### config.mk
export PLATFORM = sky130hd
export DESIGN_NAME = sequential_divider
export DESIGN_NICKNAME = d
export VERILOG_FILES = /design/src/rtl/sequential_divider.sv
export SDC_FILE = /design/constraint.sdc
export NUM_CORES = 1
export LEC_CHECK = 0
export ABC_AREA = 1
export BUFFER_PORTS_ARGS = -buffer_cell sky130_fd_sc_hd__buf_4
export CAP_MARGIN = 25
export CORE_MARGIN = 2
export CORE_UTILIZATION = 40
export DETAILED_ROUTE_END_ITERATION = 12
export PLACE_DENSITY = 0.6
export SLEW_MARGIN = 20
export SYNTH_ARGS = -nofsm -noshare
export SYNTH_HDL_FRONTEND = slang
export SYNTH_SLANG_ARGS = --single-unit
### constraint.sdc
create_clock -name clk -period 16.98 [get_ports clk]
set_input_delay 3.396 -clock clk [delete_from_list [all_inputs] [get_ports clk]]
set_output_delay 3.396 -clock clk [all_outputs]
set_load 0.01 [all_outputs]
### src/rtl/sequential_divider.sv
// ---------------------------------------------------------------------------
// sequential_divider
//
// Iterative restoring divider for the MIPS datapath (DIV / DIVU). Produces
// one quotient bit per clock, MSB first. The quotient goes to LO and the
// remainder goes to HI. A busy/done handshake lets the control unit stall
// until the result is ready.
//
// Handshake: a request is taken on a rising edge where in_Start = 1 and
// the block is idle (out_Busy = 0). Operands are captured on that edge.
// out_Done pulses for one cycle when the result outputs update. A request
// made while busy is dropped.
//
// Ports:
//   clk            system clock, rising edge
//   reset          asynchronous, active-high reset; aborts any operation
//   in_Start       request, sampled only when idle
//   in_Signed      1 = DIV (two's complement), 0 = DIVU
//   in_Dividend    dividend (rs)
//   in_Divisor     divisor (rt)
//   out_Busy       high while an operation is in progress (RUN or FIX)
//   out_Done       one-cycle pulse when the result outputs update
//   out_Quotient   quotient (LO)
//   out_Remainder  remainder (HI)
//   out_DivByZero  last completed operation had a zero divisor
//
// Optional build macro DIVIDER_EARLY_EXIT_EN:
//   When |dividend| < |divisor| and the divisor is nonzero, the iterations
//   are skipped and the result is ready one cycle after the start edge.
//   Results are the same in both builds; only the latency differs.
// ---------------------------------------------------------------------------
module sequential_divider #(
    parameter int NBits = 32
) (
    input  logic             clk,
    input  logic             reset,
    input  logic             in_Start,
    input  logic             in_Signed,
    input  logic [NBits-1:0] in_Dividend,
    input  logic [NBits-1:0] in_Divisor,
    output logic             out_Busy,
    output logic             out_Done,
    output logic [NBits-1:0] out_Quotient,
    output logic [NBits-1:0] out_Remainder,
    output logic             out_DivByZero
);

    localparam int CW = $clog2(NBits + 1);

    typedef enum logic [1:0] {
        IDLE = 2'd0,
        RUN  = 2'd1,
        FIX  = 2'd2
    } state_t;

    state_t state_q, state_d;

    // Working registers. dvd_q holds the dividend magnitude. As the dividend
    // bits shift out at the top, quotient bits shift in at the bottom, so at
    // the end of RUN dvd_q holds the quotient magnitude.
    logic [NBits-1:0] dvd_q, dvd_d;
    logic [NBits-1:0] dvs_q, dvs_d;
    logic [NBits-1:0] prem_q, prem_d;
    logic [CW-1:0]    cnt_q, cnt_d;
    logic             q_neg_q, q_neg_d;
    logic             r_neg_q, r_neg_d;
    // bypass_q: the result comes from the raw dividend in dvd_q, not from
    // the iterations (zero divisor, or early exit).
    logic             bypass_q, bypass_d;
    logic             zero_q, zero_d;

    // Result registers
    logic [NBits-1:0] quot_q, quot_d;
    logic [NBits-1:0] rem_q, rem_d;
    logic             dbz_q, dbz_d;
    logic             done_q, done_d;

    // Operand magnitudes. The negation is done on NBits+1 bits so that the
    // most negative value gives its true magnitude (for example 2^31).
    logic             dvd_is_neg, dvs_is_neg;
    logic [NBits-1:0] mag_dvd, mag_dvs;

    always_comb begin
        dvd_is_neg = in_Signed & in_Dividend[NBits-1];
        dvs_is_neg = in_Signed & in_Divisor[NBits-1];
        mag_dvd    = dvd_is_neg ? NBits'(~{1'b1, in_Dividend} + 1'b1) : in_Dividend;
        mag_dvs    = dvs_is_neg ? NBits'(~{1'b1, in_Divisor} + 1'b1) : in_Divisor;
    end

    // Trial subtraction on NBits+1 bits. The partial remainder is always
    // below the divisor, so the shifted value minus the divisor fits in
    // NBits+1 bits. Its top bit is therefore a true sign bit.
    logic [NBits:0] trial;

    always_comb begin
        trial = {prem_q, dvd_q[NBits-1]} - {1'b0, dvs_q};
    end

    // Sign fix-up of the magnitudes computed in RUN
    logic [NBits-1:0] quot_fix, rem_fix;

    always_comb begin
        quot_fix = q_neg_q ? (~dvd_q + 1'b1)  : dvd_q;
        rem_fix  = r_neg_q ? (~prem_q + 1'b1) : prem_q;
    end

    // Next-state and datapath logic
    always_comb begin
        state_d  = state_q;
        dvd_d    = dvd_q;
        dvs_d    = dvs_q;
        prem_d   = prem_q;
        cnt_d    = cnt_q;
        q_neg_d  = q_neg_q;
        r_neg_d  = r_neg_q;
        bypass_d = bypass_q;
        zero_d   = zero_q;
        quot_d   = quot_q;
        rem_d    = rem_q;
        dbz_d    = dbz_q;
        done_d   = 1'b0;

        unique case (state_q)
            IDLE: begin
                if (in_Start) begin
                    dvd_d    = mag_dvd;
                    dvs_d    = mag_dvs;
                    prem_d   = '0;
                    cnt_d    = CW'(NBits);
                    q_neg_d  = dvd_is_neg ^ dvs_is_neg;
                    r_neg_d  = dvd_is_neg;
                    bypass_d = 1'b0;
                    zero_d   = 1'b0;
                    if (in_Divisor == '0) begin
                        // The raw dividend is kept because it becomes the remainder.
                        dvd_d    = in_Dividend;
                        bypass_d = 1'b1;
                        zero_d   = 1'b1;
                        state_d  = FIX;
`ifdef DIVIDER_EARLY_EXIT_EN
                    end else if (mag_dvd < mag_dvs) begin
                        dvd_d    = in_Dividend;
                        bypass_d = 1'b1;
                        state_d  = FIX;
`endif
                    end else begin
                        state_d = RUN;
                    end
                end
            end

            RUN: begin
                if (trial[NBits]) begin
                    // Negative: restore (keep the shifted remainder), quotient bit 0
                    prem_d = {prem_q[NBits-2:0], dvd_q[NBits-1]};
                    dvd_d  = {dvd_q[NBits-2:0], 1'b0};
                end else begin
                    prem_d = trial[NBits-1:0];
                    dvd_d  = {dvd_q[NBits-2:0], 1'b1};
                end
                cnt_d = cnt_q - 1'b1;
                if (cnt_q == CW'(1)) begin
                    state_d = FIX;
                end
            end

            FIX: begin
                if (bypass_q) begin
                    quot_d = zero_q ? '1 : '0;
                    rem_d  = dvd_q;
                end else begin
                    quot_d = quot_fix;
                    rem_d  = rem_fix;
                end
                dbz_d   = zero_q;
                done_d  = 1'b1;
                state_d = IDLE;
            end

            default: begin
                state_d = IDLE;
            end
        endcase
    end

    always_ff @(posedge clk or posedge reset) begin
        if (reset) begin
            state_q  <= IDLE;
            dvd_q    <= '0;
            dvs_q    <= '0;
            prem_q   <= '0;
            cnt_q    <= '0;
            q_neg_q  <= 1'b0;
            r_neg_q  <= 1'b0;
            bypass_q <= 1'b0;
            zero_q   <= 1'b0;
            quot_q   <= '0;
            rem_q    <= '0;
            dbz_q    <= 1'b0;
            done_q   <= 1'b0;
        end else begin
            state_q  <= state_d;
            dvd_q    <= dvd_d;
            dvs_q    <= dvs_d;
            prem_q   <= prem_d;
            cnt_q    <= cnt_d;
            q_neg_q  <= q_neg_d;
            r_neg_q  <= r_neg_d;
            bypass_q <= bypass_d;
            zero_q   <= zero_d;
            quot_q   <= quot_d;
            rem_q    <= rem_d;
            dbz_q    <= dbz_d;
            done_q   <= done_d;
        end
    end

    assign out_Busy      = (state_q != IDLE);
    assign out_Done      = done_q;
    assign out_Quotient  = quot_q;
    assign out_Remainder = rem_q;
    assign out_DivByZero = dbz_q;

endmodule

==> run_results.csv <==
group,metric,value,unit
setup_path,cp_max_fo,75,
logic_synthesis,yosys-top-cells-area,"dfrtp_1 31%, nand2_1 20%, inv_1 8.6%",
setup_path,cp_num_buf_inv,5,
floorplan,start_util,40.4,%
clock_tree,cts_max_level,4,
logic_synthesis,synth-edff-count,0,
power,swShare,54.0,%
sta,rsz0062_at_grt,"false",
power,power,0.00349,W
sta,fin_setup_tns,0,ps
setup_path,crit_chain,"buf_4 > nand2_2 > buf_4 > inv_1 > nor2_4 > buf_4 > inv_1 > nand2_1 > a21oi_1 > o21ai_0",
clock_tree,cts_hold_buffers,0,
logic_synthesis,yosysWarnings,0,
setup_path,cpMaxStageDelayCell,"inv_1",
sta,fin_crit,5910,ps
logic_synthesis,synth_cells,2242,
floorplan,pin_count,135,
clock_tree,cts.clk_slew.worst_paths,60,ps
power,seqPwrFrac,24.4,%
grt,grt_pass1_wl,74.5,mm
route,finalWirelength,47.9,mm
logic_synthesis,ys_seq_elements,173,
floorplan,die_h,190,um
power,power_density,221,mW/mm^2
finish,n_fill_cell,3698,
sta,drv_slew,0,
power,ir_drop,0.0902,mV
grt,grt_max_degree,76,
setup_path,critPathKind,"input port to register",
clock_tree,numCtsBuffers,17,
route,dr.pass1.iters,6,
run_status,outcome,"completed",
sta,fmax,169,MHz
logic_synthesis,synth-seq-area-share,31.2,%
clock_tree,clock_latency,440,ps
sta,worstMarginPinSlew,981,ps
grt,antenna_found_initial,0,
finish,layout_common_cells,"748 x nand2_1, 316 x inv_1, 230 x nand3_1",
placement,routabilityCongestion,0.944,
clock_tree,clockRootBuffer,"clkbuf_16",
logic_synthesis,yosys_most_used_dff,"dfrtp_1",
placement,hpwl,37.2,mm
grt,grt_usage,26.4,%
floorplan,dieArea,0.0362,mm^2
finish,seqCellArea,0.00433,mm^2
route,vias,14500,
sta,slew_headroom,34.5,%
logic_synthesis,async_flop_share,100,%
route,route.detailed.drc,0,
flow_run,cap_viol_max_count,0,
logic_synthesis,syn-num-nets,2349,
setup_path,cp_data_required_time,17330,ps
clock_tree,cts_tree,"done",
worst_hold_path,hold_class,"register to register",
clock_tree,clock_path_buffers,2,
power,leakage,8.35,nW
clock_tree,post_cts.repair.setup_buffers,0,
finish,drive_gt1_share,9.52,%
power,switchingPower,0.00189,W
sta,setup_viol,0,
setup_path,endpoint_kind,"register",
logic_synthesis,yosysTopAreaCell,"dfrtp_1",
placement,io_buffer_count,134,
finish,nets,2437,
logic_synthesis,synth_top_area_share,31.2,%
finish,stdcell_count,2797,
setup_path,arrival,6250,ps
finish,syn_to_final_growth,13.9,%
finish,mostFrequentLayoutCell,"nand2_1",
finish,final_util,46.0,%
floorplan,die_w,190,um
clock_tree,cts.repair.resized,0,
route,drtIter0Drc,1260,
setup_path,critPathLaunchType,"input port",
sta,fin_hold_ws,480,ps
sta,hold_viol,0,
logic_synthesis,netlist_area,0.0139,mm^2
logic_synthesis,avgSynthCellArea,6.20,um^2
logic_synthesis,ys_types,46,
floorplan,row_count,68,
grt,grt_pass1_vias,13400,
power,pwr-share-comb,64.1,%
route,wl_per_cell,17.1,um
sta,timing.final.crit_share,34.8,%
setup_path,crit_top_cell,"buf_4",
power,clkPwrFrac,11.5,%
setup_path,cpLargestDelayFamily,"buffers and inverters",
placement,dp.cells,2766,
floorplan,core,0.0344,mm^2
sta,fin_skew,14.0,ps
route,routed_via_density,5.20,
power,intPower,0.00161,W
setup_path,max_stage_delay,640,ps
finish,diodes,0,
grt,overflow,0,
finish,multiInputGateArea,0.00802,mm^2
clock_tree,cts.sinks,173,
route,ant_nets,0,
-- final cells by class --
cell class                      instances  area share [%]
Clock buffer                           20            2.82
Clock inverter                         11           0.846
Inverter                              326            7.76
Multi-Input combinational cell       1666            50.7
Sequential cell                       173            27.4
Tap cell                              455            3.60
Timing Repair Buffer                  146            6.92
-- cell families after synthesis --
logic type               count (synthesis)  synth area share, %
flip-flops                             173                 31.2
AO/OA/AOI/OAI                          281                 11.1
buffers and inverters                  403                 11.3
adder cells (fa/ha/maj)                 39                 3.57
XOR/XNOR                                60                 3.78
AND/OR/NAND/NOR                       1286                 39.1
-- worst paths after layout --
check,from,end,slack [ps],cells past startpoint
worst min register to register,out_Remainder[3],out_Remainder[3],480,2
worst max register to register,state_q[1],cnt_q[5],13600,10
min in group asynchronous,reset,out_Done,3080,2
max in group asynchronous,reset,dvs_q[3],12050,4
worst max-delay path,in_Start,cnt_q[5],11070,10
worst min-delay path,out_Remainder[3],out_Remainder[3],480,2
-- synthesized netlist by cell type, types with 8 or more instances --
| cell | count |
|---|---|
| a31oi_1 | 15 |
| o21ai_1 | 9 |
| nand3_1 | 230 |
| dfrtp_1 | 173 |
| nand4_1 | 32 |
| nand2_2 | 8 |
| nor3_1 | 23 |
| xor2_1 | 49 |
| clkbuf_1 | 49 |
| ha_1 | 38 |
| inv_1 | 317 |
| a21oi_1 | 74 |
| buf_1 | 13 |
| buf_2 | 9 |
| xnor2_1 | 11 |
| o21ai_0 | 140 |
| nand2_1 | 750 |
| nand3b_1 | 17 |
| nor2_1 | 199 |
| o22ai_1 | 9 |
-- worst reg2reg max path: stages, from the launching register on --
cell and delay, ps:
dfrtp_1 430, nor2_1 110, nand2_2 60, buf_4 520, inv_1 640, nor2_4 210, buf_4 470, inv_1 470
nand2_1 200, a21oi_1 70, o21ai_0 110
-- power groups by stage --
| stage | Clock [W] | Combinational [W] | Sequential (W) |
|---|---|---|---|
| floorplan | 0 | 0.00156 | 0.000787 |
| global placement | 0 | 0.00220 | 0.000848 |
| detailed placement | 0 | 0.00222 | 0.000852 |
| CTS | 0.000409 | 0.00224 | 0.000847 |
| global route | 0.000422 | 0.00253 | 0.000871 |
| finish | 0.000403 | 0.00224 | 0.000852 |
-- flip-flops by register name, summed over array words and instances, names as in the netlist --
register / count
out_Remainder: 32
out_Done: 1
state_q: 2
out_Quotient: 32
zero_q: 1
prem_q: 32
cnt_q: 6
q_neg_q: 1
dvs_q: 32
r_neg_q: 1
dvd_q: 32
out_DivByZero: 1
-- per-layer routing --
| metal | GRT usage (%) | routed length (um) | vias up |
|---|---|---|---|
| li1 | - | - | 7282 |
| met1 | 39.7 | 23300 | 6711 |
| met2 | 39.9 | 20600 | 492 |
| met3 | 3.09 | 2990 | 55 |
| met4 | 6.86 | 1060 | 0 |
| met5 | 0 | 0 | - |
-- through the flow --
stage               setup slack (ps)  cell area [um^2]
CTS                            11090             15800
floorplan                       8900             13900
detailed placement             10640             15200
finish                         11070             15800
global placement               10620             15200
global route                   10740             15800
Note: power is estimated with default switching activity, not from simulation.
